===== src/rtl/fetch_prefetch_queue.sv =====
// Instruction prefetch front end: pipelined Wishbone reads into an in-order FIFO,
// with redirect flush, squashing of in-flight responses and bus-error tagging.
module fetch_prefetch_queue #(
    parameter logic [31:0] INIT_PC         = 32'h1000_0000,
    parameter int unsigned DEPTH           = 4,
    parameter int unsigned MAX_OUTSTANDING = 2
) (
    input  logic        i_clk,
    input  logic        i_rst_n,
    input  logic        i_redirect,
    input  logic [31:0] i_redirect_pc,
    output logic        o_wb_cyc,
    output logic        o_wb_stb,
    output logic [31:0] o_wb_adr,
    input  logic        i_wb_stall,
    input  logic        i_wb_ack,
    input  logic        i_wb_err,
    input  logic [31:0] i_wb_dat,
    output logic        o_valid,
    output logic [31:0] o_instr,
    output logic [31:0] o_pc,
    output logic        o_err,
    input  logic        i_ready,
    output logic        o_idle
);

    localparam int unsigned AW = $clog2(DEPTH);
    localparam int unsigned CW = $clog2(DEPTH + 1);

    typedef struct packed {
        logic [31:0] pc;
        logic [31:0] dat;
        logic        err;
    } entry_t;

    logic [31:0]   fetch_pc_q, fetch_pc_d;
    logic [31:0]   ret_pc_q, ret_pc_d;
    logic [CW-1:0] count_q, count_d;
    logic [CW-1:0] outstanding_q, outstanding_d;
    logic [CW-1:0] squash_q, squash_d;
    logic [AW-1:0] wr_ptr_q, wr_ptr_d;
    logic [AW-1:0] rd_ptr_q, rd_ptr_d;
    logic          halted_q, halted_d;
    entry_t        mem_q [DEPTH];

    entry_t        head;
    entry_t        push_entry;
    logic [31:0]   redirect_pc;
    logic [31:0]   occupancy;
    logic          stb, accept, resp, drop, keep, pop, push, pop_en;

    // Words already buffered, requested, or still to be discarded all reserve a FIFO slot.
    assign redirect_pc = i_redirect_pc & 32'hFFFF_FFFC;
    assign occupancy   = 32'(count_q) + 32'(outstanding_q) + 32'(squash_q);
    assign stb         = i_rst_n & ~halted_q & (32'(outstanding_q) < MAX_OUTSTANDING)
                         & (occupancy < DEPTH);
    assign accept      = stb & ~i_wb_stall;
    assign resp        = i_wb_ack | i_wb_err;
    assign drop        = resp & (squash_q != '0);
    assign keep        = resp & (squash_q == '0);
    assign pop         = (count_q != '0) & i_ready;
    assign push_entry  = '{pc: ret_pc_q, dat: i_wb_dat, err: i_wb_err};

    always_comb begin
        fetch_pc_d    = fetch_pc_q;
        ret_pc_d      = ret_pc_q;
        count_d       = count_q;
        outstanding_d = outstanding_q + CW'(accept) - CW'(keep);
        squash_d      = squash_q - CW'(drop);
        wr_ptr_d      = wr_ptr_q;
        rd_ptr_d      = rd_ptr_q;
        halted_d      = halted_q | (keep & i_wb_err);
        push          = keep;
        pop_en        = pop;

        if (accept) begin
            fetch_pc_d = fetch_pc_q + 32'd4;
        end
        if (keep) begin
            ret_pc_d = ret_pc_q + 32'd4;
        end

        // Redirect wins: every read still on the bus becomes a response to discard.
        if (i_redirect) begin
            fetch_pc_d    = redirect_pc;
            ret_pc_d      = redirect_pc;
            outstanding_d = '0;
            squash_d      = squash_q + outstanding_q + CW'(accept) - CW'(resp);
            halted_d      = 1'b0;
            push          = 1'b0;
            pop_en        = 1'b0;
            count_d       = '0;
            wr_ptr_d      = '0;
            rd_ptr_d      = '0;
        end else begin
            count_d  = count_q + CW'(push) - CW'(pop_en);
            wr_ptr_d = wr_ptr_q + AW'(push);
            rd_ptr_d = rd_ptr_q + AW'(pop_en);
        end
    end

    always_ff @(posedge i_clk or negedge i_rst_n) begin
        if (!i_rst_n) begin
            fetch_pc_q    <= INIT_PC;
            ret_pc_q      <= INIT_PC;
            count_q       <= '0;
            outstanding_q <= '0;
            squash_q      <= '0;
            wr_ptr_q      <= '0;
            rd_ptr_q      <= '0;
            halted_q      <= 1'b0;
        end else begin
            fetch_pc_q    <= fetch_pc_d;
            ret_pc_q      <= ret_pc_d;
            count_q       <= count_d;
            outstanding_q <= outstanding_d;
            squash_q      <= squash_d;
            wr_ptr_q      <= wr_ptr_d;
            rd_ptr_q      <= rd_ptr_d;
            halted_q      <= halted_d;
        end
    end

    // Payload storage needs no reset; validity is tracked by count_q.
    always_ff @(posedge i_clk) begin
        if (push) begin
            mem_q[wr_ptr_q] <= push_entry;
        end
    end

    assign head     = mem_q[rd_ptr_q];
    assign o_wb_stb = stb;
    assign o_wb_adr = fetch_pc_q;
    assign o_wb_cyc = stb | (outstanding_q != '0) | (squash_q != '0);
    assign o_valid  = (count_q != '0);
    assign o_err    = o_valid & head.err;
    assign o_instr  = o_err ? 32'h0000_0013 : head.dat;
    assign o_pc     = head.pc;
    assign o_idle   = (outstanding_q == '0) & (squash_q == '0);

endmodule


===== config.mk =====
export PLATFORM = sky130hd
export DESIGN_NAME = fetch_prefetch_queue
export DESIGN_NICKNAME = d
export VERILOG_FILES = /design/src/rtl/fetch_prefetch_queue.sv
export SDC_FILE = /design/constraint.sdc
export NUM_CORES = 1
export LEC_CHECK = 0
export ABC_CLOCK_PERIOD_IN_PS = 9500
export CAP_MARGIN = 20
export CORE_AREA = 2 2 164 166
export DETAILED_ROUTE_END_ITERATION = 10
export DIE_AREA = 0 0 166 168
export PLACE_DENSITY = 0.85
export SLEW_MARGIN = 30
export SYNTH_ARGS = -nofsm -noshare
export SYNTH_HDL_FRONTEND = slang
export SYNTH_SLANG_ARGS = --single-unit

===== constraint.sdc =====
create_clock -name i_clk -period 9.5 [get_ports i_clk]
set_input_delay 2.85 -clock i_clk [delete_from_list [all_inputs] [get_ports i_clk]]
set_output_delay 2.85 -clock i_clk [all_outputs]
set_load 0.1 [all_outputs]

Yosys cells after proc, flatten, opt, wreduce, memory -nomap -nowiden --
Memory sizes are Yosys's and may differ from the RTL's. Cells that the tools add are included.
Cells by class: magnitude comparators 2, multiplexer cells 14, bitwise logic cells 16, add/sub/neg operators 14, reduce and logical (&&, ||, !) cells 7
Operators with widths (number):
- 32-bit two-way mux | 5
- 32-bit by 3-bit adder with 32-bit output (second input constant) | 2
- 3-bit by 1-bit subtractor with 3-bit output | 4
- 1-bit AND | 10
- 3-bit by 1-bit adder with 3-bit output | 3
- 3-bit two-way mux | 3
- 3-bit nonzero test | 3
- 3-bit zero test | 2
- 4-bit by 3-bit adder with 5-bit output | 1
- 5-bit by 3-bit less-than comparator with 1-bit output (second input constant) | 1
- 2-bit by 1-bit adder with 2-bit output | 2
- 3-bit by 3-bit adder with 4-bit output | 1
- 1-bit two-way mux | 4
- 2-bit two-way mux | 2
- 1-bit bitwise OR | 4
- 2-bit nonzero test | 2
- 3-bit adder | 1
- 3-bit by 2-bit less-than comparator with 1-bit output (second input constant) | 1
- 1-bit inverter | 2
Storage, ports and cells: input port bits 71, memories 1, output and inout bits 101, logic and storage cells 62, register bits 78, RAM bits 260
Memories:
- mem_q | depth 4, width 65, read ports 1, clocked after Yosys merged registers in 0, wr ports 1, line 44 | entry_t mem_q [DEPTH];

Longest topological paths before layout --
Gate-level depths: netlist (run 1).
word-level depth 8, mapped depth 15, gate-level depth less buffers 14

Worst setup path after synthesis (run 1) --
No wires, ideal clock.
path kind input-to-reg, from input i_redirect, to memory mem_q[1][0] in the netlist's numbering (enable), slack -1.205 ns, path buffers 3, setup time 0.661 ns, data arrival time 10.044 ns, data required time 8.839 ns, stages 4, cell sequence clkbuf_1 > clkbuf_1 > clkbuf_1 > nor4b_1
On the way: cells in the longest elaborated chain, start to end 3
Ends and longest elaborated chain:
- from (decl) | line 10 | input logic i_redirect,
- 1-bit two-way mux | line 84 | if (i_redirect) begin
- 1-bit two-way mux | line 126 | if (push) begin
- 1-bit two-way mux (implied by the code) | line 127 | mem_q[wr_ptr_q] <= push_entry;
- to (decl) | line 44
No other way between the ends.

Worst setup path after layout (run 1) --
from input i_rst_n, to output o_wb_cyc
On the way: cells in the longest elaborated chain, start to end 5
Ends and longest elaborated chain:
- from (decl) | line 9 | input logic i_rst_n,
- 1-bit AND (2 in series) | line 55 | assign stb = i_rst_n & ~halted_q & (32'(outstanding_q) < MAX_OUTSTANDING)
- 1-bit AND | line 56 | & (occupancy < DEPTH);
- 1-bit bitwise OR (2 in series) | line 134 | assign o_wb_cyc = stb | (outstanding_q != '0) | (squash_q != '0);
- to (decl) | line 12 | output logic o_wb_cyc,
No other way between the ends.

==> results.py, run 1 <==
metrics = {
    "status": {
        "status": "complete, no violations",
    },
    "logic_synthesis": {
        "yosysTopAreaCell": "edfxtp_1",
        "synthDistinctLibCells": 65,
        "synth.area.top_cells": "edfxtp_1 53%, dfrtp_1 13%, mux4_2 10%, nor2b_1 2.3%, a311oi_1 2.0%",
        "yosysSeqAreaShare": 0.663,
        "syn_area_um2": 14200,
        "synth-seq-cells": 326,
        "ys_async_sr_fraction": 0.227,
        "ys.flop_type": "edfxtp_1",
        "synth_edf_count": 252,
        "syn_inst": 915,
        "synth_top_area_frac": 0.533,
        "avgSynthCellArea_um2": 15.5,
        "yosysWarningCount": 0,
    },
    "layout": {
        "layout_commonest_cell": "edfxtp_1",
        "area_delta_synth_final_pct": 21.8,
        "final_nets": 1169,
        "final_cell_mix": "252 x edfxtp_1, 155 x clkdlybuf4s50_1, 70 x dfrtp_1",
        "fin_cells": 1441,
        "drive_gt1_frac": 0.150,
        "fillers": 1787,
        "antenna_cells": 0,
    },
    "place": {
        "dp_hpwl_um": 19100,
        "dp_cells": 1383,
        "place_congestion": 0.883,
        "io_buffers": 165,
    },
    "worst_hold_path": {
        "worst_hold_path_type": "reg2reg",
    },
    "power_and_ir_drop": {
        "internal_power_mw": 3.08,
        "combPwrFrac": 0.417,
        "p_total_mw": 5.31,
        "leakagePower_nw": 5.83,
        "pwr-share-clk": 0.253,
        "worst_ir_drop_vdd_uv": 359,
        "p_sw_mw": 2.23,
        "power.share.sequential": 0.330,
        "p_sw_frac": 0.420,
        "powerDensity_nw_per_um2": 307,
    },
    "setup_path": {
        "critPathCaptureType": "primary output",
        "start_kind": "input pin",
        "cp.required_ps": 6650,
        "setup.worst_path.class": "in2out",
        "path_max_fanout": 21,
        "crit_arrival_ps": 4160,
    },
    "cts": {
        "clockBufferDepth": 3,
        "post_cts_buffers": 0,
        "worst_setup_hold_path_clk_slew_ps": 70,
        "numCtsBuffers": 31,
        "cts_hold_buffers": 0,
        "cts_root_buffer": "clkbuf_16",
        "clk_latency_ps": 550,
        "cts.sinks": 326,
        "htreeDepth": 1,
        "cts-resized-gates": 0,
        "cts_tree": "built",
    },
    "sta": {
        "final-max-slew-violation-count": 0,
        "max_slew_margin": 0.306,
        "setup_violations": 0,
        "rsz0062_at_grt": "false",
        "finalCritPeriodShare": 0.737,
        "fin_skew_ps": 15.7,
        "fmax_mhz": 143,
        "tightest_slew_ps": 1040,
        "fin_tns_setup_ps": 0,
        "period_needed_ps": 7010,
        "hold_viol": 0,
    },
    "route": {
        "vias": 8869,
        "ant_nets": 0,
        "drt_iter0_markers": 967,
        "wl_per_cell_um": 21.3,
        "drc_errors": 0,
        "drt-pass1-iter-count": 7,
        "vias_per_cell": 6.15,
        "routed_wl_um": 30600,
    },
    "global_routing": {
        "grt_pass1_wl_um": 49300,
        "grtUsageTotal": 0.221,
        "grt_pass1_vias": 8855,
        "grt_max_degree": 86,
        "antenna_found_initial": 0,
        "grt-ovfl-total": 0,
    },
    "floorplan": {
        "design.core.area_um2": 26400,
        "rows": 60,
        "initial_utilization": 0.539,
        "die_h_um": 168,
        "die_x_um": 166,
        "io_pins": 172,
        "fp.dieArea_um2": 27900,
    },
    "job": {
        "drv_cap": 0,
    },
}
==> through the flow <==
stage | utilization | hold slack, ps | setup slack, ps | cell area, um^2
after CTS | 0.656 | 497 | 2480 | 17300
final | 0.656 | 499 | 2490 | 17300
after floorplan | - | 455 | -1210 | 14200
after detailed placement | 0.613 | 486 | 2480 | 16200
after global placement | 0.614 | 480 | 2520 | 16200
after global routing | 0.656 | 547 | 2380 | 17300
==> power groups by stage <==
stage | clock network [mW] | registers [mW] | logic, mW
final | 1.34 | 1.75 | 2.22
after global routing | 1.42 | 1.77 | 2.33
after CTS | 1.36 | 1.75 | 2.23
after detailed placement | 0 | 1.78 | 2.22
after global placement | 0 | 1.77 | 2.20
after floorplan | 0 | 1.84 | 1.66
==> worst paths after layout <==
kind                                  start            to  slack [ps]  cells after the start
max in group asynchronous           i_rst_n   rd_ptr_q[1]        6380                      3
setup / recovery                    i_rst_n      o_wb_cyc        2490                      6
min in group asynchronous           i_rst_n  o_wb_adr[25]        2170                      1
hold reg to reg                    halted_q      halted_q         500                      2
hold / removal                     halted_q      halted_q         500                      2
setup reg to reg           outstanding_q[0]   squash_q[2]        5430                     15
==> critical path, stage by stage <==
cell	delay, ps
buf_2	240
and4bb_2	340
o221ai_1	130
buf_4	230
nand2_1	70
buf_4	280
==> cells by family after synthesis <==
family / synth area share
other cells: 0.000264
simple gates: 0.116
xor+xnor: 0.00802
buf+inv: 0.0257
mux: 0.102
compound gates: 0.0617
flops: 0.663
fa+ha+maj: 0.0231
==> flip-flops by register name (all words and copies together), names as in the netlist <==
signal / count
wr_ptr_q: 2
squash_q: 3
outstanding_q: 3
count_q: 3
rd_ptr_q: 2
halted_q: 1
o_wb_adr: 30
ret_pc_q: 30
mem_q: 252
==> Yosys cell counts, types with 2 or more instances <==
cell and count:
nor3b_1 5, buf_4 4, or3_1 8, xor2_1 2, a221oi_1 3, nor2b_1 53
a311oi_1 33, and3_1 12, nor4_1 25, nor2_1 63, a31o_2 3, ha_1 15
nand2_1 19, xnor2_1 11, o21ai_0 9, fa_1 7, o41a_1 3, a21oi_1 7
nand3_1 18, nor4b_1 4, nor3_1 8, o31ai_1 11, dfstp_2 2, nand3b_1 2
or4_1 10, clkbuf_1 35, o211a_1 3, o31a_1 5, buf_1 3, mux4_2 63
and4_1 10, nand2b_1 4, mux2i_1 3, or2_2 6, a31oi_1 17, buf_2 10
a211oi_1 7, inv_1 35, nand4_1 22, edfxtp_1 252, and2_1 8, dfrtp_1 72
==> area by class of cell <==
type | instances | area, um^2 | area share
inverters | 35 | 131 | 0.00759
clock inverters | 15 | 262 | 0.0151
repair buffers | 178 | 1720 | 0.0995
well taps | 341 | 427 | 0.0247
flip-flops and latches | 326 | 9430 | 0.545
clock buffers | 42 | 867 | 0.0501
multi-input cells | 504 | 4460 | 0.258
==> routing by layer <==
layer  vias to the layer above  wire [um]  track usage
met4                         0        637       0.0510
met5                         -          0            0
li1                       3966          -            -
met3                        61       2280       0.0310
met2                       418      14700        0.366
met1                      4424      13000        0.318
Note: power is estimated with default switching activity, not from simulation.
==> inputs of run 2 (changes only) <==
--- a/config.mk
+++ b/config.mk
@@ -5,7 +5,7 @@
 export SDC_FILE = /design/constraint.sdc
 export NUM_CORES = 1
 export LEC_CHECK = 0
-export ABC_CLOCK_PERIOD_IN_PS = 9500
+export ABC_CLOCK_PERIOD_IN_PS = 6450
 export CAP_MARGIN = 20
 export CORE_AREA = 2 2 164 166
 export DETAILED_ROUTE_END_ITERATION = 10
==> constraint.sdc (replaced) <==
create_clock -name i_clk -period 6.45 [get_ports i_clk]
set_input_delay 1.935 -clock i_clk [delete_from_list [all_inputs] [get_ports i_clk]]
set_output_delay 1.935 -clock i_clk [all_outputs]
set_load 0.1 [all_outputs]
==> results.py, run 2 (synthesis gave the netlist of run 1 again) <==
metrics = {
    "sta": {
        "fmax_mhz": 192,
        "hold_viol": 0,
        "rsz0062_at_grt": "false",
        "tightest_slew_ps": 1040,
        "final-max-slew-violation-count": 0,
        "setup_violations": 0,
        "max_slew_margin": 0.305,
        "finalCritPeriodShare": 0.806,
        "fin_skew_ps": 16.1,
        "fin_hold_ws_ps": 524,
        "period_needed_ps": 5200,
    },
    "power_and_ir_drop": {
        "pwr-share-clk": 0.238,
        "p_total_mw": 7.74,
        "worst_ir_drop_vdd_uv": 505,
        "p_sw_mw": 3.30,
        "powerDensity_nw_per_um2": 449,
        "combPwrFrac": 0.429,
        "p_sw_frac": 0.426,
        "internal_power_mw": 4.44,
        "leakagePower_nw": 5.88,
        "power.share.sequential": 0.333,
    },
    "setup_path": {
        "path_max_fanout": 21,
        "path_delay_family": "buffers and inverters",
        "crit_arrival_ps": 3260,
        "start_kind": "input pin",
        "worstPathCellList": "buf_2, and4bb_2, o221ai_1, buf_4, nand2_1, buf_12",
        "setup.worst_path.class": "in2out",
        "crit_path_start": "i_rst_n",
        "r2r_start": "outstanding_q[0]",
        "crit_buf_inv": 3,
        "cp.required_ps": 4510,
        "crit_path_top_delay_cell": "and4bb_2",
        "critPathCaptureType": "primary output",
        "slowest_delay_ps": 350,
    },
    "floorplan": {
        "die_h_um": 168,
        "initial_utilization": 0.539,
        "fp.dieArea_um2": 27900,
        "rows": 60,
        "io_pins": 172,
        "design.core.area_um2": 26400,
        "die_x_um": 166,
    },
    "layout": {
        "fin_cells": 1444,
        "final_nets": 1172,
        "antenna_cells": 0,
        "layout_commonest_cell": "edfxtp_1",
        "final_cell_mix": "252 x edfxtp_1, 124 x clkdlybuf4s50_1, 70 x dfrtp_1",
        "top_register": "mem_q",
        "area_delta_synth_final_pct": 21.4,
        "largest_reg_flops": 252,
        "drive_gt1_frac": 0.179,
    },
    "place": {
        "dp_cells": 1387,
        "io_buffers": 165,
        "dp_hpwl_um": 19700,
        "place_congestion": 0.869,
    },
    "route": {
        "routed_wl_um": 30800,
        "vias": 8953,
        "ant_nets": 0,
        "vias_per_cell": 6.20,
        "drt_iter0_markers": 1062,
        "drt-pass1-iter-count": 5,
        "wl_per_cell_um": 21.3,
        "drc_errors": 0,
    },
    "cts": {
        "cts-resized-gates": 0,
        "cts_root_buffer": "clkbuf_16",
        "numCtsBuffers": 31,
        "cts.sinks": 326,
        "cts_tree": "built",
        "cts_hold_buffers": 0,
        "worst_setup_hold_path_clk_slew_ps": 70,
        "clockBufferDepth": 3,
        "clk_latency_ps": 550,
        "htreeDepth": 1,
        "post_cts_buffers": 0,
    },
    "global_routing": {
        "grtUsageTotal": 0.221,
        "antenna_found_initial": 0,
        "grt_pass1_vias": 8799,
        "grt-ovfl-total": 0,
        "grt_pass1_wl_um": 48900,
        "grt_max_degree": 64,
    },
    "job": {
        "drv_cap": 0,
    },
    "worst_hold_path": {
        "worst_hold_path_type": "reg2reg",
        "hp-start": "halted_q",
    },
    "status": {
        "status": "complete, no violations",
    },
}
## run 2: cell types whose count changed in the layout (fill, tap and decap cells not counted), sizes merged
cell,change
bufinv,-3
clkinvlp,-1
buf,+34
clkdlybuf4s50,-31
inv,-3
clkinv,+8
clkbuf,-1
## run 2: final timing paths
check | depth (start not counted) | slack [ps] | to
worst max-delay path | 6 | 1250 | o_wb_cyc
min in group asynchronous | 1 | 1290 | o_wb_adr[25]
worst max register to register | 15 | 2380 | squash_q[2]
max in group asynchronous | 2 | 3940 | rd_ptr_q[0]
worst min register to register | 2 | 520 | halted_q
worst min-delay path | 2 | 520 | halted_q
## run 2: worst min-delay path, cell delays in order, from the launching register on
cell and delay (ps):
dfrtp_1 360, a21oi_1 50, nor2_1 80
## run 2: power by group through the flow
stage	Clock (mW)	Sequential [mW]	Combinational, mW
finish	1.85	2.57	3.32
global route	1.96	2.59	3.49
CTS	1.88	2.57	3.35
detailed placement	0	2.61	3.33
global placement	0	2.67	3.19
floorplan	0	2.71	2.45
## run 2: cell type report
class	instances	area, um^2
multi-input cells	504	4480
well taps	341	427
flip-flops and latches	326	9430
fillers	1795	9100
repair buffers	181	1730
inverters	35	131
clock inverters	16	176
clock buffers	41	875
## run 2: per-stage QoR
step,cell area (um^2),setup TNS (ps),worst slack (ps),utilization
final,17200,0,1250,0.654
after global routing,17200,0,1130,0.654
after CTS,17200,0,1230,0.654
after detailed placement,16200,0,1240,0.614
after global placement,16200,0,1260,0.613
after floorplan,14200,-19710,-156,-
## run 2: layer usage
metal	routed length (um)	part of all wire	global-route usage
met3	2740	0.089	0.0336
met2	14800	0.48	0.360
met4	481	0.016	0.0439
met5	0	0	0
met1	12800	0.42	0.323
